## src/rtl/rr_arbiter4.sv

```systemverilog
// Four-requester round-robin arbiter with a programmable hold limit.
// The grant index, the one-hot grant and the preempt pulse are all registered.
module rr_arbiter4 #(
  parameter int MAX_HOLD = 8,  // max consecutive grant cycles per tenure; 0 means unlimited
  parameter int CNT_W    = 4   // hold-counter width; MAX_HOLD <= 2**CNT_W - 1
) (
  input  logic       clk,
  input  logic       rst_n,
  input  logic [3:0] req,
  output logic [3:0] gnt,
  output logic [1:0] gnt_idx,
  output logic       gnt_valid,
  output logic       preempt
);

  typedef enum logic {IDLE, GRANT} state_t;

  typedef struct packed {
    logic       found;
    logic [1:0] idx;
  } search_t;

  localparam bit               LIMIT_EN  = (MAX_HOLD != 0);
  localparam logic [CNT_W-1:0] HOLD_LAST = CNT_W'(MAX_HOLD - 1);
  localparam logic [CNT_W-1:0] CNT_MAX   = '1;

  // Scan last+1, last+2, last+3, last (mod 4); the first active request wins.
  // Walking the offsets from farthest to nearest lets the nearest hit overwrite the others.
  function automatic search_t search(input logic [3:0] r, input logic [1:0] l);
    search_t    s;
    logic [1:0] k;
    s = '0;
    for (int n = 4; n >= 1; n--) begin
      k = l + 2'(n);
      if (r[k]) begin
        s.found = 1'b1;
        s.idx   = k;
      end
    end
    return s;
  endfunction

  // 2-to-4 decoder stage: line k is the grant for requester k, gated by the enable.
  function automatic logic [3:0] dec2to4(input logic [1:0] idx, input logic en);
    logic [3:0] d;
    d = 4'b0001 << idx;
    return en ? d : 4'b0000;
  endfunction

  state_t           state, state_nxt;
  logic [1:0]       idx_nxt;
  logic             valid_nxt;
  logic             preempt_nxt;
  logic [CNT_W-1:0] hold_cnt, cnt_nxt;
  logic [1:0]       last, last_nxt;
  search_t          hit;
  logic             keep;
  logic             timeout;

  // State register: every output and the round-robin pointer update together.
  always_ff @(posedge clk or negedge rst_n) begin
    if (!rst_n) begin
      state     <= IDLE;
      gnt_idx   <= 2'd0;
      gnt_valid <= 1'b0;
      gnt       <= 4'b0000;
      preempt   <= 1'b0;
      hold_cnt  <= '0;
      last      <= 2'd3;  // first search after reset starts at requester 0
    end else begin
      // NOTE: non-blocking assignments so every register samples the pre-edge values.
      state     <= state_nxt;
      gnt_idx   <= idx_nxt;
      gnt_valid <= valid_nxt;
      gnt       <= dec2to4(idx_nxt, valid_nxt);
      preempt   <= preempt_nxt;
      hold_cnt  <= cnt_nxt;
      last      <= last_nxt;
    end
  end

  // Next-state logic: grant from idle, or release/switch/hold during a tenure.
  always_comb begin
    // NOTE: every signal gets a default first so no path leaves it unassigned (no latches).
    state_nxt   = state;
    idx_nxt     = gnt_idx;
    valid_nxt   = gnt_valid;
    cnt_nxt     = hold_cnt;
    last_nxt    = last;
    preempt_nxt = 1'b0;
    hit         = '0;
    keep        = 1'b0;
    timeout     = 1'b0;

    case (state)
      IDLE: begin
        hit = search(req, last);
        if (hit.found) begin
          idx_nxt   = hit.idx;
          valid_nxt = 1'b1;
          cnt_nxt   = '0;
          state_nxt = GRANT;
        end
      end

      GRANT: begin
        keep    = req[gnt_idx];
        timeout = LIMIT_EN && keep && (hold_cnt == HOLD_LAST);
        if (!keep || timeout) begin
          // Release: the holder becomes the new pointer; same-edge requests compete,
          // and a lone timed-out holder wins again because the scan wraps to it.
          last_nxt    = gnt_idx;
          preempt_nxt = timeout;
          cnt_nxt     = '0;
          hit         = search(req, gnt_idx);
          if (hit.found) begin
            idx_nxt = hit.idx;
          end else begin
            valid_nxt = 1'b0;
            state_nxt = IDLE;
          end
        end else if (hold_cnt != CNT_MAX) begin
          cnt_nxt = hold_cnt + 1'b1;
        end
      end

      default: begin
        state_nxt = IDLE;
        valid_nxt = 1'b0;
      end
    endcase
  end

endmodule

```

## config.mk

```make
export PLATFORM = sky130hd
export DESIGN_NAME = rr_arbiter4
export DESIGN_NICKNAME = d
export VERILOG_FILES = /design/src/rtl/rr_arbiter4.sv
export SDC_FILE = /design/constraint.sdc
export NUM_CORES = 1
export LEC_CHECK = 0
export BUFFER_PORTS_ARGS = -buffer_cell sky130_fd_sc_hd__buf_2
export CAP_MARGIN = 20
export CELL_PAD_IN_SITES_DETAIL_PLACEMENT = 2
export CELL_PAD_IN_SITES_GLOBAL_PLACEMENT = 2
export CORE_MARGIN = 1.5
export CORE_UTILIZATION = 34
export DETAILED_ROUTE_END_ITERATION = 8
export PLACE_DENSITY_LB_ADDON = 0.25
export SLEW_MARGIN = 20
export SYNTH_ARGS = -nofsm -noshare
export SYNTH_HDL_FRONTEND = slang
export SYNTH_SLANG_ARGS = --single-unit
```

## constraint.sdc

```tcl
create_clock -name clk -period 2.12 [get_ports clk]
set_input_delay 0.212 -clock clk [delete_from_list [all_inputs] [get_ports clk]]
set_output_delay 0.212 -clock clk [all_outputs]
set_load 0.005 [all_outputs]
```

# Yosys cells after proc, flatten, opt, wreduce, memory -nomap -nowiden
# Cells that the tools add are included.
classes:
  addsub: 7
  n_lt_le_gt_ge: 8
  n_eq_ne: 4
  n_shift: 1
  muxes: 46
  n_bitwise: 1
  reduce_logical: 5
op_table:
  columns: ["op", "n"]
  rows:
  - ["two-way mux 3 bit", 11]
  - ["< comparator 2 x 3 -> 1 bit (second input constant)", 8]
  - ["binary-select mux 1 bit (select 2 bit)", 8]
  - ["two-way mux 1 bit", 16]
  - ["two-way mux 4 bit", 4]
  - ["adder 2 bit (second input constant)", 4]
  - ["case mux 4 bit (2 select lines)", 1]
  - ["two-way mux 2 bit", 3]
  - ["adder 2 x 1 -> 2 bit (second input constant)", 2]
  - ["adder 4 x 1 -> 4 bit (second input constant)", 1]
  - ["equality test 4 x 3 -> 1 bit (second input constant)", 1]
  - ["inequality test 4 bit (second input constant)", 1]
  - ["case mux 1 bit (2 select lines)", 2]
  - ["case mux 2 bit (2 select lines)", 1]
  - ["AND reduction 2 bit", 2]
  - ["left shift 1 x 2 -> 4 bit (first input constant)", 1]
  - ["inequality test 3 x 1 -> 1 bit (second input constant)", 1]
  - ["inequality test 2 x 1 -> 1 bit (second input constant)", 1]
  - ["logical AND 1 bit", 1]
  - ["zero test 1 bit", 1]
  - ["logical OR 1 bit", 1]
  - ["inverter 1 bit", 1]
totals:
  reg_bits: 15
  in_bits: 6

# Depth between registers and ports, before layout
depth:
  word_depth: 13
  ltp_mapped: 6
  ltp_nobuf: 6

# Least setup slack after synthesis
# Ideal clock, no wire load.
synth_timing:
  path_type: "reg-to-reg"
  from: "reg gnt_idx[0]"
  to: "reg gnt[3]"
  t_arrival_ns: 1.659
  required_ns: 2.000
  setup_slack_ns: 0.341
  stages_incl_launch_ff: 7
  period_less_slack_ns: 1.779
  path_cell_list: "dfrtp_1 -> buf_6 -> mux4_2 -> and2_4 -> a21boi_1 -> o2bb2ai_2 -> and3_2"
synth_between:
  elab_chain_len: 13
synth_rtl:
  columns: ["item", "line", "rtl"]
  rows:
  - ["start: declaration", "11", "output logic [1:0] gnt_idx,"]
  - ["start signal: assignment", "73", "gnt_idx <= idx_nxt;"]
  - ["adder 2 bit or binary-select mux 1 bit (select 2 bit) (tied branches)", "34, 35, 107", null]
  - ["binary-select mux 1 bit (select 2 bit) or two-way mux 1 bit (tied branches)", "35, 107", null]
  - ["two-way mux 1 bit (implied by the code) or two-way mux 3 bit (tied branches)", "35", "if (r[k]) begin"]
  - ["two-way mux 3 bit (3 in series)", "35", null]
  - ["two-way mux 3 bit", "109", "if (!keep || timeout) begin"]
  - ["two-way mux 3 bit", "95", "case (state)"]
  - ["two-way mux 2 bit", "116", "if (hit.found) begin"]
  - ["two-way mux 2 bit", "109", null]
  - ["case mux 2 bit (2 select lines) *", "95", null]
  - ["via idx_nxt[0]", "51", "logic [1:0] idx_nxt;"]
  - ["left shift 1 x 2 -> 4 bit *", "46", "d = 4'b0001 << idx;"]
  - ["two-way mux 4 bit *", "47", "return en ? d : 4'b0000;"]
  - ["end signal: assignment", "75", "gnt <= dec2to4(idx_nxt, valid_nxt);"]
  - ["end: declaration", "10", "output logic [3:0] gnt,"]
# Mark *: on every way through the listed nets, which the timed path passes. The rest lies on a longest branch. The select of a mux whose other input is x is not followed.
# A chain may end at the register's enable or synchronous reset.

# Worst setup path after layout
# Same ends and word-level chain as after synthesis.

==> results.md <==
* Status: finished clean
* Setup CP Type: flip-flop to flip-flop
* Die width at 53.5 um
* Pleak at 0.000463 uW
* Setup Viol. Count Final at 0
* Fraction of the cycle the final worst path needs at ~87%
* Site row count at 18
* Power density over cell area at 1170 nW/um^2
* CTS buffer count at 3
* Worst-Skew Late Latency at 290 ps
* Syn Nets at 90
* RSZ-0062 raised after global routing: false
* Largest net degree at the start of global routing at 16
* Req. time, crit path at approximately 2300 ps
* Synth warnings at 0
* Netlist cell types at 40
* Clock Tree Buf Depth at 2
* Ports at 14
* Port bufs at 13
* Synthesis-to-finish area growth at 15.6%
* H-Tree Level Count at 1
* CP arrival at slightly above 2000 ps
* Sw frac at 38.4%
* Share of the synthesized area in the top cell type at a little under two fifths
* Comb pwr share at 45.4%
* Remaining global-route overflow at 0
* Root Buffer Master: clkbuf_4
* HP Class: input pin to flip-flop
* Antenna Nets Post-Route at 0
* Synth Cell Area at 866 sq um
* EDFF count, synth at 0
* Worst vdd ir at 0.577 mV
* Die area at between 2000 and 3000 sq um
* CTS tree: built
* Met3 usage at under 10%
* Max Clk Rate at roughly 0.54 GHz
* Cell count after synthesis at 83
* Commonest register cell after synthesis: dfrtp_1
* Routed vias at 692
* Syn avg cell area at 10.4 sq um
* Initial Util at 35.6%
* CTS resizes at 0
* Clock transition at path regs at 100 ps
* WL final at a little over 2000 um
* Ant. Diodes at 0
* First-pass DRT Iterations at 2
* Seq/Total Area, Yosys at 43.6%
* Vias in the first global route at 687
* Reg power frac at 40.3%
* Worst Skew at 6.25 ps
* Worst Tran Pin Value at 424 ps
* Final Util at approximately 41%
* P_sw at 451 uW
* Met2 Use GR at 27.2%
* Max cap viols at 0
* Global routing's busiest layer: met2
* Slew headroom at 71.5%
* Met1 Usage GRT at 20.8%
* HPWL after DPL at 1570 um
* Fillcell total at 272
* Final-report hold violation count at 0
* Slew Viols, Final at 0
* Nets at 108
* Crit start category: flip-flop
* Crit end category: flip-flop
* Routability cong. at between 0.7 and 0.8
* First-pass GRT wire length at 3310 um
* Post-synth ARST share at 100%
* Yosys top cell by area: dfrtp_1
* Area of the core at 2430 sq um
* Final period demand of the worst path at 1840 ps
* Die height at ~53 um
* Share of layout cells above drive strength 1 at 31.0%
* Number of synthesized register bits at 15
* Clk pwr share at 14.3%
* Initial antenna violation count at 0
* Most frequent cells in the layout: dfrtp_1 (13), buf_2 (13), nand2_1 (7)
* DRC viols at 0
* Routed length per placed instance at 15.8 um
* GRT Total Usage at approximately 16%
* Internal power at roughly 720 uW
* Setup TNS at 0 ps
* Vias per Instance at 5.32
* Crit-path max FO at 5
* Top cells by area, synth: dfrtp_1 (38%), dfstp_2 (6.1%), o21ai_0 (3.5%), nand2_1 (3.0%), mux4_2 (2.6%)
* Iter 0 DRT Violations at 1
* CTS sink cnt at 15
Yosys cell counts (all sizes together) (2+ instances only):
master	n
nor3	2
dfstp	2
inv	5
a21oi	3
o211ai	2
and3	2
nor2	6
a21o	2
o21ai	6
dfrtp	13
buf	2
o311ai	2
nand3	3
nor3b	3
mux2i	2
and2b	2
nor2b	3
nand2	7
metrics by stage:
step	cell area, sq um	setup WS [ps]	power, uW	hold slack [ps]	cells
after CTS	1000	259	1200	312	130
final	1000	285	1170	318	130
after global placement	963	377	996	139	125
after detailed placement	963	278	1020	140	125
after global routing	1000	204	1260	347	130
after floorplan	866	341	854	-83.6	83
power groups by stage:
stage               clock, uW  combinational, uW  sequential, uW
floorplan                   0                401             453
global placement            0                517             479
detailed placement          0                540             481
CTS                       175                544             477
global route              189                587             487
finish                    168                533             473
area by class of cell:
type	instances	area, sq um	share of cell area (%)
Multi-Input combinational cell	60	449	44.9
Sequential cell	15	378	37.7
Timing Repair Buffer	16	90.1	9.00
Tap cell	30	37.5	3.75
Clock buffer	3	22.5	2.25
Inverter	5	18.8	1.88
Clock inverter	1	5.00	0.500
layer usage:
layer	vias up	wire [um]
met5	-	0
met3	2	67
met1	348	934
li1	332	-
met2	10	1040
met4	0	10
registers in the layout (all words and copies together), names as in the netlist:
name,flops
gnt_idx,2
gnt_valid,1
gnt,4
state,1
last,2
hold_cnt,4
preempt,1
logic make-up (layout without fill, tap and decap cells):
logic type	after synthesis	in the layout	synth area share [%]
buffers and inverters	8	25	4.48
AOI/OAI and AO/OA	22	22	20.5
xor gates and xnor gates	1	1	1.01
DFF	15	15	43.6
muxes	4	4	6.21
adders and majority gates	1	1	1.44
and+or+nand+nor	32	32	22.7
path summary, 6_finish.rpt:
path,slack (ps),end,startpoint,depth (start not counted)
min,320,state$_DFF_PN0_,req[1],3
max,280,gnt[3]$_DFF_PN0_,gnt_idx[0]$_DFF_PN0_,5
max in group asynchronous,1480,last[1]$_DFFE_PN1P_,rst_n,2
max reg2reg,280,gnt[3]$_DFF_PN0_,gnt_idx[0]$_DFF_PN0_,5
min reg2reg,530,last[0]$_DFFE_PN1P_,last[0]$_DFFE_PN1P_,2
min in group asynchronous,340,hold_cnt[1]$_DFFE_PN0P_,rst_n,2
repair_timing:
| item | 4_1_cts | 5_1_grt |
|---|---|---|
| endpoints found under the setup margin | 0 | 0 |
| setup buffers | 0 | 0 |
| hold buffers | 1 | 0 |
| endpoints found under the hold margin | 13 | 0 |
worst max-delay path: stages (launching register included):
cell and delay [ps]:
dfrtp_1 380, mux4_2 580, and2_4 180, a21boi_1 220
o2bb2ai_2 140, and3_2 220
Note: power is estimated with default switching activity, not from simulation.
